--- src/rtl/commit_burst_arb_pkg.sv ---
// Shared types for the commit burst arbiter: FSM state, packet struct and index-width helper.
package commit_burst_arb_pkg;

    typedef enum logic [0:0] {
        StIdle,
        StLocked
    } commit_arb_state_e;

    // Widest payload the packet register can carry; DATAW must not exceed it.
    localparam int unsigned CommitDataW = 64;

    typedef struct packed {
        logic [CommitDataW-1:0] data;
        logic                   sop;
        logic                   eop;
    } commit_pkt_t;

    function automatic int unsigned idx_width(input int unsigned n);
        return (n <= 1) ? 1 : $clog2(n);
    endfunction

endpackage

--- src/rtl/commit_burst_arb_if.sv ---
// Requester-side and commit-side bus of the commit burst arbiter.
interface commit_burst_arb_if #(
    parameter int unsigned NUM_REQS = 4,
    parameter int unsigned DATAW    = 64
);
    localparam int unsigned IDXW = commit_burst_arb_pkg::idx_width(NUM_REQS);

    logic [NUM_REQS-1:0]       valid_in;
    logic [NUM_REQS*DATAW-1:0] data_in;
    logic [NUM_REQS-1:0]       sop_in;
    logic [NUM_REQS-1:0]       eop_in;
    logic [NUM_REQS-1:0]       ready_in;
    logic                      valid_out;
    logic [DATAW-1:0]          data_out;
    logic                      sop_out;
    logic                      eop_out;
    logic                      ready_out;
    logic [IDXW-1:0]           sel_out;
    logic                      locked;

    modport slave (
        input  valid_in, data_in, sop_in, eop_in, ready_out,
        output ready_in, valid_out, data_out, sop_out, eop_out, sel_out, locked
    );

    modport master (
        output valid_in, data_in, sop_in, eop_in, ready_out,
        input  ready_in, valid_out, data_out, sop_out, eop_out, sel_out, locked
    );

endinterface

--- src/rtl/starve_counter.sv ---
// Saturating wait counter; sat flags a requester that has waited STARVE_LIMIT cycles.
module starve_counter #(
    parameter int unsigned LIMIT = 15
) (
    input  logic clk,
    input  logic reset,
    input  logic clr,
    input  logic inc,
    output logic sat
);
    localparam int unsigned CntW = $clog2(LIMIT + 1);

    logic [CntW-1:0] cnt_q;

    assign sat = (cnt_q == CntW'(LIMIT));

    always_ff @(posedge clk) begin
        if (reset) begin
            cnt_q <= '0;
        end else if (clr) begin
            cnt_q <= '0;
        end else if (inc && !sat) begin
            cnt_q <= cnt_q + 1'b1;
        end
    end

endmodule

--- src/rtl/commit_burst_arb.sv ---
// Commit-lane arbiter with sop..eop burst locking, starvation promotion and a registered output.
module commit_burst_arb
    import commit_burst_arb_pkg::*;
#(
    parameter int unsigned NUM_REQS     = 4,
    parameter int unsigned DATAW        = 64,
    parameter int unsigned STARVE_LIMIT = 15
) (
    input logic               clk,
    input logic               reset,
    commit_burst_arb_if.slave bus
);
    localparam int unsigned IDXW = idx_width(NUM_REQS);

    commit_arb_state_e   state_q, state_d;
    logic [IDXW-1:0]     lock_idx_q, lock_idx_d;
    logic [NUM_REQS-1:0] sat, fire_vec, ready_vec;
    logic [IDXW-1:0]     idle_idx, grant_idx;
    logic                idle_any, can_load, fire;
    logic                grant_valid, grant_sop, grant_eop;
    logic [DATAW-1:0]    grant_data;
    commit_pkt_t         pkt_q;
    logic                valid_q;
    logic [IDXW-1:0]     sel_q;

    assign can_load = !valid_q || bus.ready_out;

    // Lowest valid index, overridden by the lowest saturated one; counters are pre-update.
    always_comb begin
        idle_idx = '0;
        idle_any = 1'b0;
        for (int i = int'(NUM_REQS) - 1; i >= 0; i--) begin
            if (bus.valid_in[i]) begin
                idle_idx = IDXW'(i);
                idle_any = 1'b1;
            end
        end
        for (int i = int'(NUM_REQS) - 1; i >= 0; i--) begin
            if (bus.valid_in[i] && sat[i]) begin
                idle_idx = IDXW'(i);
            end
        end
    end

    assign grant_idx = (state_q == StLocked) ? lock_idx_q : idle_idx;

    always_ff @(posedge clk) begin
        if (reset) begin
            state_q    <= StIdle;
            lock_idx_q <= '0;
        end else begin
            state_q    <= state_d;
            lock_idx_q <= lock_idx_d;
        end
    end

    always_comb begin
        state_d    = state_q;
        lock_idx_d = lock_idx_q;
        unique case (state_q)
            StIdle: begin
                if (fire && grant_sop && !grant_eop) begin
                    state_d    = StLocked;
                    lock_idx_d = grant_idx;
                end
            end
            StLocked: begin
                if (fire && grant_eop) begin
                    state_d = StIdle;
                end
            end
            default: state_d = StIdle;
        endcase
    end

    always_comb begin
        ready_vec   = '0;
        grant_valid = 1'b0;
        grant_sop   = 1'b0;
        grant_eop   = 1'b0;
        grant_data  = '0;
        bus.locked  = (state_q == StLocked);
        for (int i = 0; i < int'(NUM_REQS); i++) begin
            if (IDXW'(i) == grant_idx) begin
                grant_valid  = bus.valid_in[i];
                grant_sop    = bus.sop_in[i];
                grant_eop    = bus.eop_in[i];
                grant_data   = bus.data_in[i*DATAW +: DATAW];
                ready_vec[i] = can_load && ((state_q == StLocked) || idle_any);
            end
        end
    end

    assign fire         = grant_valid && can_load;
    assign fire_vec     = bus.valid_in & ready_vec;
    assign bus.ready_in = ready_vec;

    for (genvar i = 0; i < NUM_REQS; i++) begin : g_starve
        starve_counter #(
            .LIMIT(STARVE_LIMIT)
        ) u_starve_counter (
            .clk  (clk),
            .reset(reset),
            .clr  (fire_vec[i]),
            .inc  (bus.valid_in[i] && !fire_vec[i]),
            .sat  (sat[i])
        );

        sop_mid_burst: assert property (@(posedge clk) disable iff (reset)
            (state_q == StLocked && lock_idx_q == IDXW'(i) && bus.valid_in[i]) |-> !bus.sop_in[i]);
    end

    always_ff @(posedge clk) begin
        if (reset) begin
            valid_q <= 1'b0;
            pkt_q   <= '0;
            sel_q   <= '0;
        end else if (fire) begin
            valid_q <= 1'b1;
            pkt_q   <= '{data: CommitDataW'(grant_data), sop: grant_sop, eop: grant_eop};
            sel_q   <= grant_idx;
        end else if (bus.ready_out) begin
            valid_q <= 1'b0;
        end
    end

    assign bus.valid_out = valid_q;
    assign bus.data_out  = pkt_q.data[DATAW-1:0];
    assign bus.sop_out   = pkt_q.sop;
    assign bus.eop_out   = pkt_q.eop;
    assign bus.sel_out   = sel_q;

    ready_onehot0: assert property (@(posedge clk) disable iff (reset) $onehot0(ready_vec));

endmodule

--- src/flat_wrapper.sv ---
// flat-port wrapper written by rule: the top's interface ports become plain ports
module commit_burst_arb_flat import commit_burst_arb_pkg::*;
#(
    parameter int unsigned NUM_REQS     = 4,
    parameter int unsigned DATAW        = 64,
    parameter int unsigned STARVE_LIMIT = 15
)
  (clk, reset, bus_valid_in, bus_data_in, bus_sop_in, bus_eop_in, bus_ready_out, bus_ready_in, bus_valid_out, bus_data_out, bus_sop_out, bus_eop_out, bus_sel_out, bus_locked);
  commit_burst_arb_if #(.NUM_REQS(NUM_REQS), .DATAW(DATAW)) bus_i ();
  input logic clk;
  input logic reset;
  input wire logic [$bits(bus_i.valid_in)-1:0] bus_valid_in;
  input wire logic [$bits(bus_i.data_in)-1:0] bus_data_in;
  input wire logic [$bits(bus_i.sop_in)-1:0] bus_sop_in;
  input wire logic [$bits(bus_i.eop_in)-1:0] bus_eop_in;
  input wire logic [$bits(bus_i.ready_out)-1:0] bus_ready_out;
  output wire logic [$bits(bus_i.ready_in)-1:0] bus_ready_in;
  output wire logic [$bits(bus_i.valid_out)-1:0] bus_valid_out;
  output wire logic [$bits(bus_i.data_out)-1:0] bus_data_out;
  output wire logic [$bits(bus_i.sop_out)-1:0] bus_sop_out;
  output wire logic [$bits(bus_i.eop_out)-1:0] bus_eop_out;
  output wire logic [$bits(bus_i.sel_out)-1:0] bus_sel_out;
  output wire logic [$bits(bus_i.locked)-1:0] bus_locked;
  assign bus_i.valid_in = bus_valid_in;
  assign bus_i.data_in = bus_data_in;
  assign bus_i.sop_in = bus_sop_in;
  assign bus_i.eop_in = bus_eop_in;
  assign bus_i.ready_out = bus_ready_out;
  assign bus_ready_in = bus_i.ready_in;
  assign bus_valid_out = bus_i.valid_out;
  assign bus_data_out = bus_i.data_out;
  assign bus_sop_out = bus_i.sop_out;
  assign bus_eop_out = bus_i.eop_out;
  assign bus_sel_out = bus_i.sel_out;
  assign bus_locked = bus_i.locked;
  commit_burst_arb #(.NUM_REQS(NUM_REQS), .DATAW(DATAW), .STARVE_LIMIT(STARVE_LIMIT)) u_core (.clk(clk), .reset(reset), .bus(bus_i));
endmodule
--- config.mk ---
export PLATFORM = sky130hd
export DESIGN_NAME = commit_burst_arb_flat
export DESIGN_NICKNAME = d
export VERILOG_FILES = /design/src/rtl/commit_burst_arb_pkg.sv /design/src/rtl/commit_burst_arb_if.sv /design/src/rtl/starve_counter.sv /design/src/rtl/commit_burst_arb.sv /design/src/flat_wrapper.sv
export SDC_FILE = /design/constraint.sdc
export NUM_CORES = 1
export LEC_CHECK = 0
export CAP_MARGIN = 20
export CORE_AREA = 2 2 132 134
export CTS_CLUSTER_SIZE = 28
export DETAILED_ROUTE_END_ITERATION = 16
export DIE_AREA = 0 0 134 136
export DONT_BUFFER_PORTS = 1
export PLACE_DENSITY = 0.49
export SETUP_SLACK_MARGIN = 0.02
export SKIP_CTS_REPAIR_TIMING = 1
export SYNTH_ARGS = -nofsm -noshare
export SYNTH_HDL_FRONTEND = slang
export SYNTH_HIERARCHICAL = 1
export SYNTH_SLANG_ARGS = --single-unit
--- constraint.sdc ---
create_clock -name clk -period 5.9 [get_ports clk]
set_input_delay 1.475 -clock clk [delete_from_list [all_inputs] [get_ports clk]]
set_output_delay 1.475 -clock clk [all_outputs]
set_load 0.1 [all_outputs]
==> impl_metrics.json, run 1 <==
{
  "tightestPinTransition_ns": 1.07,
  "power_density_nw_per_um2": 357,
  "grt_pass1_wl_um": 31100,
  "cts_buffers": 9,
  "rsz0062_at_grt": "false",
  "synth_area_leaders": "dfxtp_1, a211oi_1, and3_1",
  "drt-pass1-iter-count": 5,
  "syn_area_um2": 6240,
  "async_flop_share_pct": 0,
  "dieArea_um2": 18200,
  "wl_met1_um": 8060,
  "highest_layer": "met4",
  "yosys_warnings": 6,
  "fillerInstances": 1757,
  "clock.fmax_mhz": 218,
  "hold_viol": 0,
  "ir_drop_uv": 146,
  "synth-seq-area-share_pct": 28.2,
  "min_period_over_period_pct": 77.7,
  "met2WireLength_um": 9970,
  "track_usage_pct": 21.1,
  "clock_latency_ns": 0.35,
  "status": "finished clean",
  "clk_pin_slew_ns": 0.07,
  "clockRootBuffer": "clkbuf_16",
  "tritoncts": "done",
  "finalNetCount": 993,
  "synthDistinctLibCells": 55,
  "drt_iter0_drc": 432,
  "drc_errors": 0,
  "syn_inst": 794,
  "ant_nets": 0,
  "synth_top_area_share_pct": 28.2,
  "synth_common_cells": "and3_1, a211oi_1, dfxtp_1",
  "start_util_pct": 37.0,
  "core_area_um2": 16900,
  "hold_depth": 1,
  "area_growth_syn_to_layout_pct": 4.97,
  "dp.cells": 931,
  "timing_worst_setup_path_type": "in2out",
  "ys_seq_elements": 88,
  "drive_above_1_share_pct": 8.58,
  "grt_max_degree": 137,
  "routed_via_density": 6.42,
  "synth_area_per_cell_um2": 7.86,
  "synth_edf_count": 0,
  "hpwl_um": 13800,
  "die_w_um": 134,
  "grt_pass1_vias": 6051,
  "clkSinkCount": 88,
  "dpl_cell_area_um2": 6210,
  "maxCapViolations": 0,
  "arrival_ns": 3.11,
  "overflow": 0,
  "htree_levels": 3,
  "slew-limit-headroom_pct": 28.9,
  "skew_ns": 0.00837,
  "die_h_um": 136,
  "design_area_um2": 6550,
  "synthesis.nets": 1069,
  "antenna_found_initial": 4,
  "cp.required_ns": 4.43,
  "start_kind": "primary input",
  "drv_slew": 0,
  "drt_wl_total_um": 20400,
  "rows": 48,
  "io_pins": 345,
  "numPortBuffers": 0,
  "gp_congestion": 0.849,
  "critPathMaxFanout": 70,
  "worst_r2r_path_depth": 11,
  "num_vias": 6115,
  "multi_input_area_um2": 4050,
  "clock_path_buffers": 2,
  "period_needed_ns": 4.58,
  "leakage_nw": 2.38,
  "regArea_um2": 1760,
  "wl_per_cell_um": 21.5,
  "cp-end-kind": "output port",
  "synth_most_common_cell": "and3_1",
  "synthFlopType": "dfxtp_1",
  "finalSetupViolations": 0,
  "yosys.area.top_type": "dfxtp_1",
  "wl_met3_um": 1570,
  "hold_path.class": "reg2reg",
  "fin_cells": 952,
  "fin_setup_tns_ns": 0
}
## power by group
part | internal, W | switching (W)
Clock | 0.000352 | 0.000236
Sequential | 0.000672 | 0.000564
Combinational | 0.000197 | 0.000319
## logic make-up after synthesis
family,Yosys count,synth area share (%)
AO/OA/AOI/OAI,320,35.0
adder cells (fa/ha/maj),4,0.802
buffers and inverters,106,7.34
flip-flops,88,28.2
multiplexers,2,0.361
AND/OR/NAND/NOR,274,28.2
## layout by cell type, fill, tap and decap left out, types with 2 or more instances in the layout
cell type    n
inv_2        4
clkbuf_1     3
and2_1       6
buf_4        9
nor2b_1      6
nor2_2       2
clkbuf_16    9
o22ai_1      2
nand4_1      5
o41ai_2      4
nand2_1     17
a21oi_1     76
o21ai_0     69
clkbuf_8     2
ha_1         4
diode_2      4
nand3_1      4
a21boi_1     5
o211ai_1     7
nor2_1      13
a211oi_1   128
and2_4       2
o211ai_2     4
and3_1     133
dfxtp_1     88
nand2_4      2
nand3_2      4
inv_1        4
o21ai_1      3
mux2_1       2
or4_1       64
o21ai_2      4
nand4b_1     8
## per-layer routing
metal  global-route usage, %  vias up
li1                        -     2960
met1                    24.3     2853
met2                    36.4      254
met3                    4.96       48
met4                    11.6        0
met5                       0        -
## through the flow
stage	util (%)	worst slack [ns]	power, W	hold WS, ns
final	38.8	1.32	0.00234	0.472
after global routing	38.8	1.23	0.00245	0.501
after CTS	38.6	1.31	0.00236	0.474
after detailed placement	36.8	1.32	0.00177	0.458
after global placement	36.8	1.34	0.00175	0.458
after floorplan	-	0.469	0.00166	0.440
## layout make-up
type	count	share of cell area [%]
timing repair buffer	11	1.76
sequential	88	26.9
multi-input combinational	600	61.8
antenna	4	0.153
clock inverter	2	0.573
clock buffer	14	4.03
inverter	8	0.458
tap	225	4.30
## critical path: stages
cell and delay [ns]:
nor3b_2 0.15, o311a_4 0.41, nor2_8 0.09, buf_4 0.65, nor2_2 0.07, buf_4 0.26
## sequential cells by signal, indices dropped and copies added, names as in the netlist
name	flops
u_core/bus.valid_out	1
u_core/bus.sop_out	1
u_core/bus.locked	1
u_core/bus.data_out	64
u_core/lock_idx_q	2
u_core/bus.eop_out	1
u_core/bus.sel_out	2
u_core/g_starve.u_starve_counter/cnt_q	16
## path summary, 6_finish.rpt
check / from / to / slack (ns)
worst min-delay path: u_core/lock_idx_q[0] / u_core/lock_idx_q[0] / 0.47
worst max-delay path: bus_valid_in[3] / bus_ready_in[1] / 1.32
worst min register to register: u_core/lock_idx_q[0] / u_core/lock_idx_q[0] / 0.47
worst max register to register: u_core/g_starve[3].u_starve_counter/cnt_q[0] / u_core/bus.data_out[60] / 2.21
Note: power is estimated with default switching activity, not from simulation.
==> run 2: changes to the inputs <==
--- a/config.mk
+++ b/config.mk
@@ -11,7 +11,7 @@
 export DETAILED_ROUTE_END_ITERATION = 16
 export DIE_AREA = 0 0 134 136
 export DONT_BUFFER_PORTS = 1
-export PLACE_DENSITY = 0.49
+export PLACE_DENSITY = 0.51
 export SETUP_SLACK_MARGIN = 0.02
 export SKIP_CTS_REPAIR_TIMING = 1
 export SYNTH_ARGS = -nofsm -noshare
==> constraint.sdc (replaced) <==
create_clock -name clk -period 3.9 [get_ports clk]
set_input_delay 0.975 -clock clk [delete_from_list [all_inputs] [get_ports clk]]
set_output_delay 0.975 -clock clk [all_outputs]
set_load 0.1 [all_outputs]
==> impl_metrics.json, run 2 (same netlist as run 1, synthesis figures left out) <==
{
  "die_h_um": 136,
  "hold_viol": 0,
  "cp.required_ns": 2.92,
  "mostFrequentLayoutCell": "and3_1",
  "arrival_ns": 2.50,
  "critPathMaxFanout": 37,
  "drt_iter0_drc": 354,
  "finalSetupViolations": 0,
  "hpwl_um": 13800,
  "slew-limit-headroom_pct": 28.4,
  "drv_slew": 0,
  "cts_buffers": 9,
  "antenna_found_initial": 0,
  "num_vias": 6130,
  "start_kind": "flip-flop",
  "diodes": 0,
  "clock.fmax_mhz": 288,
  "dieArea_um2": 18200,
  "io_pins": 345,
  "status": "finished clean",
  "worst_slack_ns": 0.427,
  "grt_pass1_wl_um": 29900,
  "clockRootBuffer": "clkbuf_16",
  "maxCapViolations": 0,
  "finalNetCount": 996,
  "drive_above_1_share_pct": 9.50,
  "period_needed_ns": 3.47,
  "overflow": 0,
  "grt_pass1_vias": 5741,
  "rows": 48,
  "gp_congestion": 0.806,
  "drt_wl_total_um": 19800,
  "die_w_um": 134,
  "clock_path_buffers": 2,
  "area_growth_syn_to_layout_pct": 5.21,
  "skew_ns": 0.00903,
  "layout_common_cells": "and3_1, a211oi_1, dfxtp_1",
  "power_density_nw_per_um2": 540,
  "seq_power_share_pct": 52.5,
  "routed_via_density": 6.45,
  "start_util_pct": 37.0,
  "p_switching_w": 0.00170,
  "tightestPinTransition_ns": 1.07,
  "wl_per_cell_um": 20.8,
  "track_usage_pct": 20.3,
  "numPortBuffers": 0,
  "tritoncts": "done",
  "largest_reg_flops": 64,
  "clock_latency_ns": 0.34,
  "power_frac_clock_pct": 25.2,
  "hold_path.class": "reg2reg",
  "utilization_pct": 38.9,
  "p_int_w": 0.00185,
  "netSwitchingFraction_pct": 47.8,
  "cp-end-kind": "output port",
  "p_comb_share_pct": 22.2,
  "drt-pass1-iter-count": 5,
  "timing_worst_setup_path_type": "reg2out",
  "clk_pin_slew_ns": 0.07,
  "htree_levels": 3,
  "grt_max_degree": 134,
  "rsz0062_at_grt": "false",
  "clkSinkCount": 88,
  "ant_nets": 0,
  "core_area_um2": 16900,
  "drc_errors": 0,
  "holdWs_ns": 0.481,
  "ir_drop_uv": 193,
  "leakage_nw": 2.39,
  "min_period_over_period_pct": 89.1,
  "pre_cts_slack_ns": 0.530
}
-- run 2: changes by cell type in the layout (fill, tap and decap cells not counted), moves of 2 or more --
cell / delta
and3_1: -2
clkinvlp_4: +2
clkbuf_1: -2
buf_4: +3
and3_2: +2
diode_2: -4
-- run 2: area by class of cell --
cell class	instances	area, µm²
inverter	8	30.0
multi-input combinational	600	4050
tap	225	282
fill	1753	10300
sequential	88	1760
clock inverter	4	52.6
clock buffer	12	256
timing repair buffer	14	130
-- run 2: path summary, 6_finish.rpt --
check                                                     from                                            to  cells after the start  slack, ns
setup / recovery  u_core/g_starve[3].u_starve_counter/cnt_q[0]                               bus_ready_in[1]                      9       0.43
hold / removal                            u_core/lock_idx_q[0]                          u_core/lock_idx_q[0]                      1       0.48
setup reg to reg  u_core/g_starve[3].u_starve_counter/cnt_q[0]  u_core/g_starve[1].u_starve_counter/cnt_q[3]                     13       0.70
hold reg to reg                           u_core/lock_idx_q[0]                          u_core/lock_idx_q[0]                      1       0.48
-- run 2: metal layers --
metal / track usage (%) / vias to the layer above / wire length [µm]
li1: - / 2964 / -
met1: 23.8 / 2866 / 7880
met2: 35.8 / 270 / 9840
met3: 4.66 / 30 / 1560
met4: 7.98 / 0 / 478
met5: 0 / - / 0
-- run 2: through the flow --
step           total power (W)  std cells  setup TNS, ns  area [µm²]
6_report               0.00355        951              0        6570
5_1_grt                0.00373        951              0        6570
4_1_cts                0.00358        951              0        6570
3_5_place_dp           0.00267        935              0        6260
3_3_place_gp           0.00265        935              0        6260
2_1_floorplan          0.00251        794        -0.0578        6250
-- run 2: power groups by stage --
stage / Clock [W] / Sequential, W / Combinational [W]
3_3_place_gp: 0 / 0.00188 / 0.000763
3_5_place_dp: 0 / 0.00188 / 0.000787
4_1_cts: 0.000924 / 0.00187 / 0.000789
2_1_floorplan: 0 / 0.00186 / 0.000656
6_report: 0.000895 / 0.00186 / 0.000789
5_1_grt: 0.000966 / 0.00188 / 0.000880
-- run 2: worst max-delay path, stage by stage, from the launching register on --
cell and delay, ns:
dfxtp_1 0.34, ha_1 0.24, nand3_2 0.11, inv_2 0.07
and2_4 0.19, o311a_4 0.38, nor2_8 0.09, buf_4 0.39
nor2_2 0.07, buf_4 0.25
